## src/rtl/db15_joy_responder.sv

```systemverilog
// Slave end of the DB15 serial joystick link: a 74HC165-style load/shift chain that
// answers JOY_LOAD / JOY_CLK from the master. Optional protocol checker: DB15_RESP_CHK_EN.
module db15_joy_responder #(
  parameter int PLAYER_BITS = 12,
  parameter int SYNC_STAGES = 2
) (
  input  logic                   clk,
  input  logic                   Reset_n,
  input  logic [PLAYER_BITS-1:0] joystick1,
  input  logic [PLAYER_BITS-1:0] joystick2,
  input  logic                   JOY_CLK,
  input  logic                   JOY_LOAD,
  output logic                   JOY_DATA,
  output logic                   frame_done,
  output logic                   overrun,
  output logic [7:0]             err_count
);

  localparam int FRAME_BITS = 2 * PLAYER_BITS;
  localparam int CNT_W      = $clog2(FRAME_BITS + 1);
  localparam logic [CNT_W-1:0] LAST_CNT = CNT_W'(FRAME_BITS - 1);
  localparam logic [CNT_W-1:0] FULL_CNT = CNT_W'(FRAME_BITS);

  typedef enum logic [1:0] {
    ST_LOAD,
    ST_SHIFT,
    ST_DONE
  } state_t;

  logic [SYNC_STAGES-1:0] r_clk_sync;
  logic [SYNC_STAGES-1:0] r_ld_sync;
  logic                   r_clk_prev;
  logic                   w_clk_rise;
  logic                   w_ld_sync;

  state_t                  r_state;
  state_t                  w_next_state;
  logic                    w_shift;
  logic                    w_last_shift;
  logic [FRAME_BITS-1:0]   r_sr;
  logic [CNT_W-1:0]        r_bit_cnt;
  logic                    r_frame_done;
  logic                    r_overrun;

  // NOTE: synchronizers reset to the pin idle level (high) so a pin already high
  // when reset releases does not look like a fresh rising edge.
  always_ff @(posedge clk) begin
    if (!Reset_n) begin
      r_clk_sync <= '1;
      r_ld_sync  <= '1;
      r_clk_prev <= 1'b1;
    end else begin
      // NOTE: non-blocking assignments let every stage sample the previous value of
      // its neighbour, which is what makes this a shift chain rather than a wire.
      r_clk_sync <= {r_clk_sync[SYNC_STAGES-2:0], JOY_CLK};
      r_ld_sync  <= {r_ld_sync[SYNC_STAGES-2:0], JOY_LOAD};
      r_clk_prev <= r_clk_sync[SYNC_STAGES-1];
    end
  end

  assign w_clk_rise = r_clk_sync[SYNC_STAGES-1] & ~r_clk_prev;
  assign w_ld_sync  = r_ld_sync[SYNC_STAGES-1];

  always_ff @(posedge clk) begin
    if (!Reset_n) r_state <= ST_DONE;
    else          r_state <= w_next_state;
  end

  // Load dominates everything; a clock edge in the LOAD->SHIFT clk is dropped.
  always_comb begin
    // NOTE: defaults first so every path assigns every output and no latch is inferred.
    w_next_state = r_state;
    w_shift      = 1'b0;
    w_last_shift = 1'b0;
    if (!w_ld_sync) begin
      w_next_state = ST_LOAD;
    end else begin
      case (r_state)
        ST_LOAD:  w_next_state = ST_SHIFT;
        ST_SHIFT: begin
          if (w_clk_rise) begin
            w_shift = 1'b1;
            if (r_bit_cnt == LAST_CNT) begin
              w_last_shift = 1'b1;
              w_next_state = ST_DONE;
            end
          end
        end
        ST_DONE:  w_shift = w_clk_rise;
        default:  w_next_state = ST_DONE;
      endcase
    end
  end

  always_ff @(posedge clk) begin
    if (!Reset_n) begin
      r_sr         <= '1;
      r_bit_cnt    <= '0;
      r_frame_done <= 1'b0;
      r_overrun    <= 1'b0;
    end else begin
      r_frame_done <= w_last_shift;
      if (!w_ld_sync) begin
        r_sr      <= ~{joystick2, joystick1};
        r_bit_cnt <= '0;
        r_overrun <= 1'b0;
      end else if (w_shift) begin
        r_sr <= {1'b1, r_sr[FRAME_BITS-1:1]};
        if (r_state == ST_DONE) begin
          r_bit_cnt <= FULL_CNT;
          r_overrun <= 1'b1;
        end else begin
          r_bit_cnt <= r_bit_cnt + 1'b1;
        end
      end
    end
  end

  assign JOY_DATA   = r_sr[0];
  assign frame_done = r_frame_done;
  assign overrun    = r_overrun;

`ifdef DB15_RESP_CHK_EN
  logic       w_err;
  logic [7:0] r_err_count;

  // Short frame and clock-during-load share one increment when they coincide.
  assign w_err = !w_ld_sync &&
                 (w_clk_rise || ((r_bit_cnt != '0) && (r_bit_cnt < FULL_CNT)));

  always_ff @(posedge clk) begin
    if (!Reset_n)                          r_err_count <= '0;
    else if (w_err && r_err_count != 8'hFF) r_err_count <= r_err_count + 8'd1;
  end

  assign err_count = r_err_count;
`else
  assign err_count = '0;
`endif

endmodule
```

## config.mk

```make
export PLATFORM = sky130hd
export DESIGN_NAME = db15_joy_responder
export DESIGN_NICKNAME = d
export VERILOG_FILES = /design/src/rtl/db15_joy_responder.sv
export SDC_FILE = /design/constraint.sdc
export NUM_CORES = 1
export LEC_CHECK = 0
export CAP_MARGIN = 15
export CORE_MARGIN = 2
export CORE_UTILIZATION = 30
export CTS_CLUSTER_SIZE = 14
export DETAILED_ROUTE_END_ITERATION = 10
export GPL_TIMING_DRIVEN = 0
export PLACE_DENSITY_LB_ADDON = 0.12
export RECOVER_POWER = 25
export SYNTH_ARGS = -nofsm -noshare
export SYNTH_HDL_FRONTEND = slang
export SYNTH_SLANG_ARGS = --single-unit
```

## constraint.sdc

```tcl
create_clock -name clk -period 3.87 [get_ports clk]
set_input_delay 0.5805 -clock clk [delete_from_list [all_inputs] [get_ports clk]]
set_output_delay 0.5805 -clock clk [all_outputs]
set_load 0.05 [all_outputs]
```

==> results.env <==
REPORT.FINAL.SLEW_VIOL_COUNT=0
ANTENNA_CELLS=0
CRITICAL-PATH-MAX-STAGE-DELAY_PS=680
SYNTH.YOSYS.SEQ_AREA_SHARE=0.443
SETUP_VIOL=0
POST_DRT_WL_PER_CELL_UM=12.2
STATUS='finished, final reports clean'
TIGHTEST_PIN_TRANSITION_PS=497
PLACE.GP.CONGESTION=0.688
WORSTPATHMAXFANOUT=10
IO_PINS=39
CP-START-KIND='input pin'
LARGEST_NET_DEGREE_AT_THE_START_OF_GLOBAL_ROUTING=12
CRIT_BUF_INV=3
SYNTH_AREA_LEADER_CELL='sky130_fd_sc_hd__dfxtp_1'
AREA_GROWTH_PCT=29.4
CTS_BUFFERS=5
TOTAL_POWER_uW=799
PWR_DENSITY_CELL_mW_PER_MM2=359
LAYOUT.CORE_UTILIZATION=0.404
SLEW-LIMIT-HEADROOM=0.667
NETSWITCHINGPOWER_uW=197
CTS_MAX_PATH_BUFS=2
FINAL-INSTANCE-COUNT-EXCL-FILL=290
SYNTH_SEQ_CELLS=38
P_INT_uW=601
SHORTEST_CLOCK_PERIOD_THE_WORST_PATH_ALLOWS_AFTER_LAYOUT_PS=2120
FIN_WORST_SKEW_PS=7.07
POST_SYNTH_MOST_FREQUENT_CELLS='sky130_fd_sc_hd__dfxtp_1 (38), sky130_fd_sc_hd__mux2i_1 (24), sky130_fd_sc_hd__a21oi_1 (20), sky130_fd_sc_hd__and3_1 (15), sky130_fd_sc_hd__buf_4 (11)'
NETLIST_INSTANCES=173
SYNTH_AREA_MM2=0.00172
NUM-NETS-FINAL=249
WP_DATA_ARRIVAL_PS=2270
DRT_PRE_ANTENNA_ITERS=4
FINAL.SETUP.TNS_PS=0
SYNTH_TOP_FLOP_CELL='sky130_fd_sc_hd__dfxtp_1'
FIRST_GLOBAL_VIAS=1179
POST-ROUTE-CELL-AREA_MM2=0.00222
CLOCK_H_TREE_LEVELS=2
PWR-SHARE-CLK=0.346
SETUP_REPAIR_AFTER_GLOBAL_ROUTING_MISSED_ITS_MARGIN='no'
CLKSINKCOUNT=38
POST_CTS_RESIZE_COUNT=0
SYNTH-EDFF-COUNT=0
SWITCHING_SHARE=0.247
GRT_UTIL_ALL_LAYERS=0.114
FLOORPLAN.ROWS=27
CRITICAL_PATH.CELL_CHAIN='dlygate4sd3_1, and2_2, clkbuf_1, clkbuf_1, a21oi_1'
SYNTH.YOSYS.WARNINGS=0
NUMBER_OF_HOLD_BUFFERS_ADDED_AFTER_CTS=0
DIE-AREA_MM2=0.00634
DETAILED_PLACE_HPWL_UM=2610
POST_CTS_BUFFERS=0
LEAKAGEPOWER_uW=0.000888
PLACED_AREA_MM2=0.00213
WORST_SKEW_PAIR.LATE_LATENCY_PS=290
PATH_CLASS='input pin to flip-flop'
SYNTH_AREA_LEADERS='sky130_fd_sc_hd__dfxtp_1 (44%), sky130_fd_sc_hd__mux2i_1 (14%), sky130_fd_sc_hd__a21oi_1 (5.8%)'
DIE_Y_UM=79.6
DRT_VIA_DENSITY=4.64
START_UTIL=0.312
TIMING.CRITICAL_PATH.MODE_CELL='sky130_fd_sc_hd__clkbuf_1'
IO_BUFFERS=30
SYN-MEAN-INSTANCE-AREA_UM2=9.92
GRT_FIRST_PASS_WIRELENGTH_UM=5590
DRTANTENNAVIOLNETS=0
NUMPLACEDINSTANCES=282
DRT_ITER0_DRC=79
CRITPATHREQUIREDTIME_PS=4020
WORSTHOLDPATHTYPE='flip-flop to flip-flop'
ROUTE.FINAL.WIRE_LENGTH_UM=3540
ANTENNA_VIOLATIONS_BEFORE_REPAIR=0
FLOORPLAN.DIE.WIDTH_UM=79.6
MAX_FREQ_GHz=0.473
WORST_IR_DROP_VDD_mV=0.161
DESIGN.CORE.AREA_MM2=0.00551
OVERFLOW=0
CRITPATHTOPFAMILY='buffers and inverters'
COMBPWRFRAC=0.137
MAXCAPVIOLATIONS=0
HOLD_VIOLATIONS=0
CTS_TREE='yes'
SETUP.WORST_PATH.END_CLASS='flip-flop'
DRIVE_ABOVE_1_SHARE=0.133
DRC_ERRORS=0
CTS_ROOT_BUFFER='sky130_fd_sc_hd__clkbuf_8'
ASYNC_RESET_FF_FRAC=0
ROUTE.VIAS.TOTAL=1347
CRIT_SLOWEST_CELL='sky130_fd_sc_hd__dlygate4sd3_1'
FIN_CRIT_SH=0.547
CLKTRANSATPATHREGS_PS=70
SEQ_POWER_SHARE=0.517
YOSYSMOSTFREQUENTCELL='sky130_fd_sc_hd__dfxtp_1'
SYNTH.DISTINCT_CELLS=32
SYNTH_TOP_AREA_SHARE=0.443
-- layer usage --
layer  global-route usage  share of wire
met1                0.145           0.48
met3               0.0351          0.054
met2                0.177           0.45
met5                    0              0
met4               0.0466          0.016
-- worst paths after layout --
kind / slack (ps) / from / to / cells after the start
max: 1750 / Reset_n / r_sr[0]$_SDFFE_PN1P_ / 5
min: 410 / r_ld_sync[0]$_SDFF_PN1_ / r_ld_sync[1]$_SDFF_PN1_ / 1
max reg2reg: 2040 / r_state[0]$_SDFFE_PN0P_ / r_state[1]$_SDFFE_PN1P_ / 5
min reg2reg: 410 / r_ld_sync[0]$_SDFF_PN1_ / r_ld_sync[1]$_SDFF_PN1_ / 1
-- per-stage QoR --
stage                     setup WS [ps]  hold WS (ps)
final                              1750           407
after global placement             1710           390
after detailed placement           1690           393
after floorplan                    2230           386
after CTS                          1840           410
after global routing               1630           439
-- final cells by class --
type | count | area, um^2
Clock buffer | 7 | 86.3
Timing Repair Buffer | 30 | 300
Multi-Input combinational cell | 119 | 852
Fill cell | 572 | 3280
Clock inverter | 1 | 5.00
Sequential cell | 38 | 761
Tap cell | 72 | 90.1
Buffer | 19 | 113
Inverter | 4 | 15.0
-- cell families (layout without fill, tap and decap cells) --
| group | after synthesis | count (layout) | share of synthesized area |
|---|---|---|---|
| and+or+nand+nor | 44 | 44 | 0.165 |
| AOI/OAI and AO/OA | 38 | 38 | 0.138 |
| adders and majority gates | 4 | 4 | 0.0292 |
| muxes | 25 | 25 | 0.147 |
| other | 1 | 8 | 0.00218 |
| buffers and inverters | 23 | 61 | 0.0758 |
| DFF | 38 | 38 | 0.443 |
-- power by group through the flow --
| stage | clock network, uW | registers, uW | logic (uW) |
|---|---|---|---|
| 2_1_floorplan | 0 | 422 | 68.1 |
| 3_3_place_gp | 0 | 421 | 107 |
| 3_5_place_dp | 0 | 422 | 110 |
| 4_1_cts | 287 | 413 | 111 |
| 5_1_grt | 305 | 414 | 119 |
| 6_report | 276 | 413 | 110 |
-- state kept, by name (all words and copies together) (netlist names) --
register    count
r_bit_cnt       5
overrun         1
r_sr           24
r_ld_sync       2
r_state         2
frame_done      1
r_clk_prev      1
r_clk_sync      2
-- placed cells by master (no fill, tap or decap), types with 2 or more instances in the layout --
master / count
sky130_fd_sc_hd__mux2i_1: 24
sky130_fd_sc_hd__and3_1: 15
sky130_fd_sc_hd__dfxtp_1: 38
sky130_fd_sc_hd__conb_1: 8
sky130_fd_sc_hd__ha_1: 4
sky130_fd_sc_hd__nor2_1: 2
sky130_fd_sc_hd__nand2b_1: 7
sky130_fd_sc_hd__inv_1: 4
sky130_fd_sc_hd__clkbuf_8: 6
sky130_fd_sc_hd__o31ai_1: 2
sky130_fd_sc_hd__nand3_1: 2
sky130_fd_sc_hd__o21ai_0: 4
sky130_fd_sc_hd__and2b_2: 2
sky130_fd_sc_hd__a22oi_1: 8
sky130_fd_sc_hd__buf_4: 11
sky130_fd_sc_hd__a211o_2: 2
sky130_fd_sc_hd__clkbuf_1: 9
sky130_fd_sc_hd__a21oi_1: 20
sky130_fd_sc_hd__nand2_1: 7
sky130_fd_sc_hd__clkdlybuf4s50_1: 29
No activity file was read; power rests on OpenSTA's default activity.
